**src/rtl/multicycle_controller.sv**
```systemverilog
// Moore control FSM for the 16-bit multicycle datapath: sequences fetch, decode and
// the per-class execute/writeback cycles, emitting datapath strobes and selects.
module multicycle_controller (
  input  logic        clk,
  input  logic        rst,
  input  logic [15:0] instruction,
  output logic        PCWrite,
  output logic        PCWriteCond,
  output logic        IorD,
  output logic        DM,
  output logic        MemRead,
  output logic        MemWrite,
  output logic        IRWrite,
  output logic        ARS,
  output logic        RegWrite,
  output logic        IMS,
  output logic        NI,
  output logic [2:0]  ALUop,
  output logic [1:0]  PCSrc,
  output logic [1:0]  MemToReg
);

  typedef enum logic [3:0] {
    StFetch, StDecode, StLdMem, StLdWb, StStMem, StJmp, StBrz,
    StCExec, StCWb, StIExec, StIWb
  } state_e;

  state_e     state_q, state_d;
  logic [3:0] opcode_q;
  logic [2:0] func_q;
  logic [3:0] opcode;
  logic [2:0] c_alu_op;
  logic       unused_fields;

  assign opcode        = instruction[15:12];
  assign unused_fields = ^instruction[11:3];

  // Opcode/func are latched while leaving DECODE so later outputs depend on registers only.
  always_ff @(posedge clk or negedge rst) begin
    if (!rst) begin
      state_q  <= StFetch;
      opcode_q <= '0;
      func_q   <= '0;
    end else begin
      state_q <= state_d;
      if (state_q == StDecode) begin
        opcode_q <= opcode;
        func_q   <= instruction[2:0];
      end
    end
  end

  always_comb begin
    state_d = state_q;
    unique case (state_q)
      StFetch: state_d = StDecode;
      StDecode: begin
        unique casez (opcode)
          4'b0000: state_d = StLdMem;
          4'b0001: state_d = StStMem;
          4'b0010: state_d = StJmp;
          4'b0100: state_d = StBrz;
          4'b1000: state_d = StCExec;
          4'b11??: state_d = StIExec;
          default: state_d = StFetch;
        endcase
      end
      StLdMem: state_d = StLdWb;
      StCExec: state_d = StCWb;
      StIExec: state_d = StIWb;
      default: state_d = StFetch;
    endcase
  end

  always_comb begin
    c_alu_op = 3'b000;
    unique case (func_q)
      3'b001:  c_alu_op = 3'b101;
      3'b010:  c_alu_op = 3'b000;
      3'b011:  c_alu_op = 3'b001;
      3'b100:  c_alu_op = 3'b010;
      3'b101:  c_alu_op = 3'b011;
      3'b110:  c_alu_op = 3'b100;
      default: c_alu_op = 3'b000;
    endcase
  end

  // Outputs are forced low combinationally while reset is asserted.
  always_comb begin
    PCWrite     = 1'b0;
    PCWriteCond = 1'b0;
    IorD        = 1'b0;
    DM          = 1'b0;
    MemRead     = 1'b0;
    MemWrite    = 1'b0;
    IRWrite     = 1'b0;
    ARS         = 1'b0;
    RegWrite    = 1'b0;
    IMS         = 1'b0;
    NI          = 1'b0;
    ALUop       = 3'b000;
    PCSrc       = 2'b00;
    MemToReg    = 2'b00;
    if (rst) begin
      unique case (state_q)
        StFetch: begin
          MemRead = 1'b1;
          IRWrite = 1'b1;
          NI      = 1'b1;
          PCWrite = 1'b1;
        end
        StDecode: ARS = 1'b1;
        StLdMem: begin
          DM      = 1'b1;
          MemRead = 1'b1;
        end
        StLdWb: begin
          ARS      = 1'b1;
          MemToReg = 2'b01;
          RegWrite = 1'b1;
        end
        StStMem: begin
          DM       = 1'b1;
          MemWrite = 1'b1;
          ARS      = 1'b1;
        end
        StJmp: begin
          PCSrc   = 2'b01;
          PCWrite = 1'b1;
        end
        StBrz: begin
          ARS         = 1'b1;
          ALUop       = 3'b001;
          PCSrc       = 2'b10;
          PCWriteCond = 1'b1;
        end
        StCExec: begin
          ARS   = 1'b1;
          ALUop = c_alu_op;
        end
        StCWb: begin
          ALUop = c_alu_op;
          unique case (func_q)
            3'b000: RegWrite = 1'b1;
            3'b111: RegWrite = 1'b0;
            default: begin
              ARS      = 1'b1;
              MemToReg = 2'b10;
              RegWrite = 1'b1;
            end
          endcase
        end
        StIExec: begin
          ARS   = 1'b1;
          IMS   = 1'b1;
          ALUop = {1'b0, opcode_q[1:0]};
        end
        StIWb: begin
          ARS      = 1'b1;
          IMS      = 1'b1;
          ALUop    = {1'b0, opcode_q[1:0]};
          MemToReg = 2'b10;
          RegWrite = 1'b1;
        end
        default: ;
      endcase
    end
  end

endmodule

```
**config.mk**
```make
export PLATFORM = sky130hd
export DESIGN_NAME = multicycle_controller
export DESIGN_NICKNAME = d
export VERILOG_FILES = /design/src/rtl/multicycle_controller.sv
export SDC_FILE = /design/constraint.sdc
export NUM_CORES = 1
export LEC_CHECK = 0
export CAP_MARGIN = 10
export CORE_MARGIN = 10
export CORE_UTILIZATION = 41
export CTS_BUF_LIST = sky130_fd_sc_hd__clkbuf_8 sky130_fd_sc_hd__clkbuf_16
export DETAILED_ROUTE_END_ITERATION = 7
export GPL_ROUTABILITY_DRIVEN = 1
export GPL_TIMING_DRIVEN = 0
export PLACE_DENSITY_LB_ADDON = 0.12
export SETUP_SLACK_MARGIN = 0.4
export SLEW_MARGIN = 30
export SYNTH_ARGS = -nofsm -noshare
export SYNTH_HDL_FRONTEND = slang
export SYNTH_SLANG_ARGS = --single-unit
```
**constraint.sdc**
```tcl
create_clock -name clk -period 1.8 [get_ports clk]
set_input_delay 0.27 -clock clk [delete_from_list [all_inputs] [get_ports clk]]
set_output_delay 0.27 -clock clk [all_outputs]
set_load 0.005 [all_outputs]
```
After elaboration in Yosys (flattened, before gate mapping). Cells that the tools add are included.

Bits in registers: 9.

Equal/unequal tests: 21. Mux-type cells: 30. Reductions and logical operators: 11.

Operators by type and width (number): $pmux 4 s6 (1); $eq 4x3->1 const B (5); $pmux 4 s5 (1); $mux 1 (18); $eq 4x4->1 const B (4); $pmux 3 s5 (1); $reduce_or 2->1 (7); $eq 3x3->1 const B (4); $eq 4x2->1 const B (3); $pmux 3 s3 (1); $eq 4x1->1 const B (2); $logic_not 4->1 (2); $reduce_or 7->1 (1); $mux 2 (3); $pmux 2 s3 (1); $pmux 1 s2 (2); $pmux 2 s2 (1); $eq 3x1->1 const B (1); $eq 3x2->1 const B (1); $logic_not 3->1 (1); $mux 3 (1); $eq 2x2->1 const B (1).

Longest topological paths before layout. Gate-level depths: netlist (run 1).

Depth after elaboration: 5. Depth in mapped cells: 5. Depth with buffers taken out: 3.

Least setup slack after synthesis (run 1). OpenSTA, ideal clock, no wires.

Path kind: reg2out. Start: register state_q[1]. End: output NI. Arrival time: 1.262 ns. Required time: 1.530 ns. Slack: 0.268 ns. Cell stages (with the launch flop): 5. Buffers on the path: 3. Path through: dfrtp_1 buf_2 clkbuf_1 nor4_1 buf_4.

Longest elaborated chain between the ends: 3.

Ends and longest elaborated chain: start: declaration (line 28) `state_e state_q, state_d;`; start signal: assignment (line 41) `state_q <= StFetch;`; start signal: assignment (line 45) `state_q <= state_d;`; $logic_not 4->1; $mux 1 (2 in series); end: declaration (line 17) `output logic NI,`.

No other way between the ends.

Worst setup path after layout (run 1).
Start: register state_q[0]. End: output ALUop[0].

Longest elaborated chain between the ends: 4.

Ends and longest elaborated chain: $eq 4x4->1 or $eq 4x3->1 (tied branches) (line 105) `unique case (state_q)`; $reduce_or 2->1 (no line); $pmux 3 s3 (*) (line 105); $mux 3 (*) (line 104) `if (rst) begin`; end: declaration (line 18) `output logic [2:0] ALUop,`.

Mark *: on every way between the ends. The rest lies on a longest branch, timed or not.

==> run summary, run 1 <==
The combined area of the multi-input logic cells came out at about 700 sq um. The number of failing hold endpoints at the final stage is 0. The data required time of the worst path is ~1500 ps. For this run, the total global-route usage over all layers was measured as a little over an eighth. Detailed routing inserted a total of roughly 1000 vias. The layout overhead on the synthesized area came out at 85.4%. The number of setup violations in the final report came out at 8. The number of detailed-routing iterations run before antenna repair came out at 4. The post-synthesis async set-or-reset flop share came out at 100%. The number of rows in the core area is 16. The dominant register cell in the synthesized netlist is dfrtp_1. The die is around 65 um wide.

Net switching is ~40% of the power. The area occupied by registers came out at about 230 sq um. The worst IR drop on VDD came out at about 0.98 mV.

Cells with a size suffix above 1 make up 58.8% of the layout. The area share of the largest cell type after synthesis came out at a little over a quarter. Sorting the synthesized cells by area gives the leading types as dfrtp_1 27%, mux2_2 6.7%, nor2b_1 3.7%, o21ai_0 3.6%, nand2_1 3.1%.

The detail-routed via count per cell came out at 5.55. The number of slew-limit violations in the final report came to 0. The data arrival time of the critical path came out at about 1800 ps.

In this run the static leakage power is just over 0.7 nW. Prior to clock tree synthesis, the placed netlist has a worst setup slack of -874 ps. The number of standard cells after synthesis came out at a little under 100. The number of instances in the placed design is 149. The wire length of the first global-routing pass came out at 4730 um. The initial antenna violation count came out at 0. Setup repair after global routing could not meet its margin everywhere.

The net count of the finished layout is between 150 and 200. The final hold slack came out at a little over 500 ps. STA classifies the critical path startpoint as a register. The register-to-register setup slack is 220 ps. The maximum clock frequency came out at 495 MHz. The deepest level of the CTS H-tree is 1.

The run finished, with violations left. The estimated wirelength of the detail-placed design is between 1500 and 2000 um. The register area share after synthesis is a little over a quarter. The path class of the tightest hold or removal check is reg -> reg. The power density over the cells came out at 1440 mW/mm^2. The synthesized design spends more area on one cell type than any other, namely dfrtp_1.

Each instance of the synthesized netlist takes up on average around 8.6 sq um. The global placement routability congestion is 0.857. The layout has 121 filler cells. The number of clock buffers inserted by TritonCTS is 3.

STA classifies the critical path endpoint as an output pin. Entering global routing, the biggest net connects 11 pins. The number of clock sinks seen by CTS came out at 9. The cell area after synthesis came out at 837 sq um. The residual antenna-violating net count after detailed routing came out at 0. The final cycle utilization of the critical path came out at 112%.

For the worst-skew pair, the clock arrives at the later sink with an insertion delay of approximately 240 ps. The net switching power is around 0.9 mW. The count of state elements after synthesis came out at 9. The final clock skew is just under 4 ps. The number of enable-type register cells in the synthesized netlist is 0. The minimum period implied by the final worst setup slack is around 2000 ps. The setup path with the least slack is of type reg -> out. The maximum count of clock buffers along a single path came out at 2.

The max-cap violation count came out at 0. The fraction of power consumed by combinational cells came out at a little under three quarters. The number of nets in the synthesized netlist is 115.

The maximum net fanout on the critical path is 5. The commonest cells after synthesis are 9 x dfrtp_1, 7 x nand2_1, 6 x o21ai_0. The post-layout worst setup margin is -219 ps.

The effective utilization at floorplan is between 40% and 50%. The fraction of power consumed by the clock network came out at between 10% and 20%. The sequential share of power came out at between 10% and 20%. The die area is ~0.0042 sq mm. The count of buffers added on input and output ports is 25. The number of library cell types mapped by synthesis came out at 39.

The total of warnings raised by yosys came out at 0. Wires add up to approximately 3100 um. The internal portion of total power is roughly 1.3 mW. The via count of the first global-routing pass came out at ~1.0k. The post-layout total power came out at around 2.2 mW. The iteration-0 DRC count of the detailed router came out at 29. 36 I/O pins were placed. In the final routed layout, each cell accounts on average for around 17 um. TritonCTS built the clock tree. The vertical die dimension is approximately 65 um. The floorplan core area came out at 0.00194 sq mm. The total inserted antenna cells came out at 0.

The checks that failed: negative setup slack. Summed over all layers, the global routing overflow is 0. The final non-filler cell total came out at 180. The cell with the most instances after synthesis is dfrtp_1. The root buffer selected by CTS is clkbuf_8. The DRC violations left is 0. The clock slew seen by the registers of the worst setup and hold paths is 50 ps.
-- layout make-up --
type                            instances  area share [%]
Clock inverter                          1           0.242
Timing Repair Buffer                   52            27.3
Sequential cell                         9            14.7
Inverter                                3           0.726
Clock buffer                            3            2.66
Tap cell                               27            2.18
Buffer                                  9            7.18
Multi-Input combinational cell         76            45.1
-- stage by stage --
step,setup TNS (ps),instance area (sq um),util [%]
3_5_place_dp,-11600,1140,58.9
4_1_cts,-510,1450,74.7
3_3_place_gp,-11160,1140,58.9
2_1_floorplan,0,860,-
6_report,-911,1550,79.9
5_1_grt,-1430,1550,79.9
-- cells by family after synthesis --
kind of cell,synth area share (%)
muxes,6.73
buffers and inverters,8.22
DFF,26.9
and+or+nand+nor,32.7
other,0.448
AOI/OAI and AO/OA,22.9
xor gates and xnor gates,2.09
-- power groups by stage --
stage | Combinational (mW) | Clock (mW) | Sequential (mW)
final | 1.59 | 0.234 | 0.402
after global routing | 1.69 | 0.252 | 0.413
after CTS | 1.36 | 0.236 | 0.394
after detailed placement | 0.913 | 0 | 0.409
after global placement | 0.902 | 0 | 0.406
after floorplan | 0.650 | 0 | 0.380
-- worst paths after layout --
path | startpoint | to | depth (start not counted)
worst max-delay path | state_q[0]$_DFF_PN0_ | ALUop[0] | 6
worst min register to register | opcode_q[1]$_DFFE_PN0P_ | opcode_q[1]$_DFFE_PN0P_ | 1
worst min-delay path | opcode_q[1]$_DFFE_PN0P_ | opcode_q[1]$_DFFE_PN0P_ | 1
max in group asynchronous | rst | state_q[2]$_DFF_PN0_ | 2
worst max register to register | state_q[1]$_DFF_PN0_ | func_q[0]$_DFFE_PN0P_ | 4
min in group asynchronous | rst | state_q[3]$_DFF_PN0_ | 2
-- worst max-delay path, cell delays in order, from the launching register on --
cell      delay, ps
dfrtp_2         420
buf_12          140
nor4b_4         260
buf_4           180
o211ai_1        100
a311oi_2        240
buf_2           160
-- cells in the final DEF, fill, tap and decap left out, types with 4 or more instances in the layout --
master            n
buf_4            23
clkdlybuf4s50_1   8
dfrtp_1           7
buf_2            13
buf_6            13
nand2_1           6
a21oi_1           5
mux2_2            4
-- state kept, by name (all words and copies together), names as in the netlist --
name,cells
func_q,3
state_q,4
opcode_q,2
-- routing by layer --
metal / track usage [%] / vias up / routed length, um
met2: 22.1 / 40 / 1480
li1: - / 472 / -
met4: 6.68 / 0 / 88
met5: 0 / - / 0
met1: 15.2 / 479 / 1360
met3: 4.41 / 8 / 210
-- what timing repair did --
| action | 4_1_cts | 5_1_grt |
|---|---|---|
| resized for setup | 109 | 16 |
| hold buffers | 1 | 0 |
| buffers inserted | 20 | 5 |
| gates cloned | 1 | 0 |
| endpoints found under the hold margin | 9 | 0 |
| setup endpoints to repair | 22 | 22 |
| pin swaps | 11 | 10 |
No activity file was read; power rests on OpenSTA's default activity.
==> inputs of run 2 (changes only) <==
--- a/config.mk
+++ b/config.mk
@@ -12,6 +12,7 @@
 export DETAILED_ROUTE_END_ITERATION = 7
 export GPL_ROUTABILITY_DRIVEN = 1
 export GPL_TIMING_DRIVEN = 0
+export HOLD_SLACK_MARGIN = 0.15
 export PLACE_DENSITY_LB_ADDON = 0.12
 export SETUP_SLACK_MARGIN = 0.4
 export SLEW_MARGIN = 30
==> results of run 2 <==
Final layout, timing and power as in run 1 (identical DEF).
==> inputs of run 3 (changes only) <==
--- a/config.mk
+++ b/config.mk
@@ -5,7 +5,7 @@
 export SDC_FILE = /design/constraint.sdc
 export NUM_CORES = 1
 export LEC_CHECK = 0
-export CAP_MARGIN = 10
+export CAP_MARGIN = 25
 export CORE_MARGIN = 10
 export CORE_UTILIZATION = 41
 export CTS_BUF_LIST = sky130_fd_sc_hd__clkbuf_8 sky130_fd_sc_hd__clkbuf_16
@@ -19,3 +19,4 @@
 export SYNTH_ARGS = -nofsm -noshare
 export SYNTH_HDL_FRONTEND = slang
 export SYNTH_SLANG_ARGS = --single-unit
+export TNS_END_PERCENT = 1
==> run 3 against run 2 <==
  * The flow still finishes with violations (negative setup slack)
  * Sequential power up 4%
  * Non-clock buffer count decreased by 15
  * Fmax increased by 1.3%
  * First-iteration DRC count fell by 28%
  * Clock-buffer cell count stayed put
  * Clock power down 3%
  * Hold slack gained 10 ps
  * Cell count down 8.3%
  * Highest routed layer unchanged
==> run summary, run 3 (synthesis results as in run 1) <==
The maximum count of clock buffers along a single path is 2 (unchanged). The floorplan core area came out at 0.00194 sq mm (unchanged). The layout overhead on the synthesized area came out at 65.9%.

The effective utilization at floorplan is 43.1% (unchanged). The final hold slack came out at 524 ps (+10.0 ps). The clock latency of the later-clocked register in the worst-skew pair came out at 230 ps (about the same).

The width of the die was 65.2 um (unchanged). By startpoint and endpoint, the worst setup path is classified as reg -> out. The worst IR drop on VDD came out at 1.18 mV (+20%). The depth of the worst register-to-register path is 4 (unchanged). The library cells used most frequently in the layout, excluding fill and tap cells, are 13 x buf_4, 13 x buf_2, 7 x nand2_1, 7 x dfrtp_1, 7 x clkdlybuf4s50_1. The count of nets after finishing is 157 (-8.7%).

The vertical die dimension is 65.2 um (unchanged). The power density over the cells is 1420 mW/mm^2 (-1.1%). The type of element capturing the critical path is an output pin. The signal on the critical path passes through buf_12, nor4b_4, buf_4, o211ai_1, a311oi_2, buf_2. The number of top-level pins came out at 36 (unchanged). The via count of the first global-routing pass is 953 (-4.9%). The run finished, with violations left. The maximum net fanout on the critical path came to 5 (unchanged).

The proportion of layout cells with a drive suffix above 1 came to 50.0% (-8.8 points). The detailed-route wire length is 2750 um (-12%). The post-layout worst setup margin is -194 ps (+25.2 ps). The wire length of the first global-routing pass is 4700 um (-0.59%). The final clock skew came out at 6.24 ps (+2.28 ps). The number of rows in the core area is 16 (unchanged). The number of clock sinks seen by CTS was 9 (unchanged). The final sum of negative setup slack is -565 ps (+346 ps). The checks that failed: negative setup slack. In the final layout, the registers with the most flip-flops are state_q (4), func_q (3), opcode_q (2).

The number of slew-limit violations in the final report is 0 (unchanged). The number of clock buffers inserted by TritonCTS came out at 3 (unchanged). The maximum clock frequency is 502 MHz (+1.3%). The slowest stage of the critical path is the dfrtp_2 cell. The number of flip-flops under the largest register name is 4 (unchanged). The number of vias in the routed layout came out at 896 (-10%). The initial antenna violation count came out at 0 (unchanged). The critical path buffer and inverter count was 3 (unchanged).

The DRC violations left was 0 (unchanged). The number of port buffers came out at 25 (unchanged). The minimum period implied by the final worst setup slack came out at 1990 ps (-25.2 ps). The global routing usage summed across all routing layers is 13.3% (-0.10 points). Setup repair after global routing could not meet its margin everywhere. The clock slew seen by the registers of the worst setup and hold paths came out at 50 ps (about the same). The final cycle utilization of the critical path came out at 111% (-1.4 points). The worst stage delay on the critical path came out at 460 ps (+40 ps).

CTS placed an instance of clkbuf_8 at the clock tree root. The deepest level of the CTS H-tree is 1 (unchanged). The standby leakage power is 0.604 nW (-15%).

The clock tree from TritonCTS is built. The total inserted antenna cells came out at 0 (unchanged). The estimated wirelength of the detail-placed design is 1780 um (+0.30%).

The detail-routed via count per cell is 5.43 (-2.2%). The number of detailed-routing iterations run before antenna repair came out at 4 (unchanged). The number of failing hold endpoints at the final stage was 0 (unchanged).

The cell family with the largest share of critical-path delay is buffers and inverters. The die area is 0.00425 sq mm (unchanged). The iteration-0 DRC count of the detailed router is 21 (-28%).

The path class of the tightest hold or removal check is reg -> reg. The data arrival time of the critical path came out at 1720 ps (-30 ps). The max-cap violation count came out at 0 (unchanged). The post-layout total power is 1.97 mW (-11%). The data required time of the worst path came out at 1530 ps (about the same). More flip-flops sit in one register than any other, and that register is state_q.

The sum of overflow across all layers after global routing came out at 0 (unchanged). The critical path depth is 6 (unchanged). The number of setup violations in the final report came out at 6 (-2). The global placement routability congestion is 0.855 (-0.26%). The average wire per standard cell is 16.7 um (-4.5%). The final-layout fill cell count is 159 (+31%). The worst setup path is launched from a register. The residual antenna-violating net count after detailed routing came out at 0 (unchanged). The largest net degree at the start of global routing came out at 11 (unchanged). The instance count along the most critical hold path came out at 1 (unchanged).
-- run 3: changes by cell type in the layout (fill, tap and decap cells not counted), sizes merged --
cell	previous run	this run
clkdlybuf4s15	0	3
clkdlybuf4s50	8	7
dlygate4sd2	0	1
buf	51	33
-- run 3: routing by layer --
| metal | up-vias | wire length (um) | track usage [%] |
|---|---|---|---|
| met1 | 417 | 1140 | 15.5 |
| met4 | 0 | 41 | 3.21 |
| met5 | - | 0 | 0 |
| met3 | 6 | 186 | 4.58 |
| li1 | 443 | - | - |
| met2 | 30 | 1380 | 22.8 |
-- run 3: path summary, 6_finish.rpt --
path	slack, ps	from	to
max	-190	state_q[0]$_DFF_PN0_	ALUop[0]
min in group asynchronous	660	rst	state_q[3]$_DFF_PN0_
max in group asynchronous	820	rst	state_q[2]$_DFF_PN0_
min reg2reg	520	opcode_q[1]$_DFFE_PN0P_	opcode_q[1]$_DFFE_PN0P_
min	520	opcode_q[1]$_DFFE_PN0P_	opcode_q[1]$_DFFE_PN0P_
max reg2reg	330	state_q[1]$_DFF_PN0_	func_q[0]$_DFFE_PN0P_
-- run 3: what timing repair did --
action,4_1_cts,5_1_grt
resized for setup,99,5
hold buffers,1,0
gates cloned,1,0
endpoints found under the hold margin,9,0
buffers inserted,10,0
setup endpoints to repair,22,24
pin swaps,9,8
-- run 3: cell type report --
class / count / area (sq um) / area share [%]
multi-input combinational: 76 / 669 / 48.2
timing repair buffer: 37 / 294 / 21.2
sequential: 9 / 228 / 16.4
buffer: 9 / 108 / 7.75
clock buffer: 3 / 41.3 / 2.97
tap: 27 / 33.8 / 2.43
inverter: 3 / 11.3 / 0.811
clock inverter: 1 / 3.75 / 0.270
-- run 3: report_power, final --
part	leakage, nW	total, mW	switching (mW)	internal, mW
combinational	0.470	1.33	0.610	0.716
sequential	0.107	0.420	0.120	0.300
clock	0.0269	0.227	0.0783	0.148
total	0.604	1.97	0.809	1.16
-- run 3: stage by stage --
stage	cells	setup WS, ps	utilization, %	cell area, sq um
after floorplan	97	354	-	850
after global placement	149	-855	58.4	1130
after detailed placement	149	-842	58.4	1130
after CTS	165	-157	70.6	1370
after global routing	165	-272	71.5	1390
final	165	-194	71.5	1390
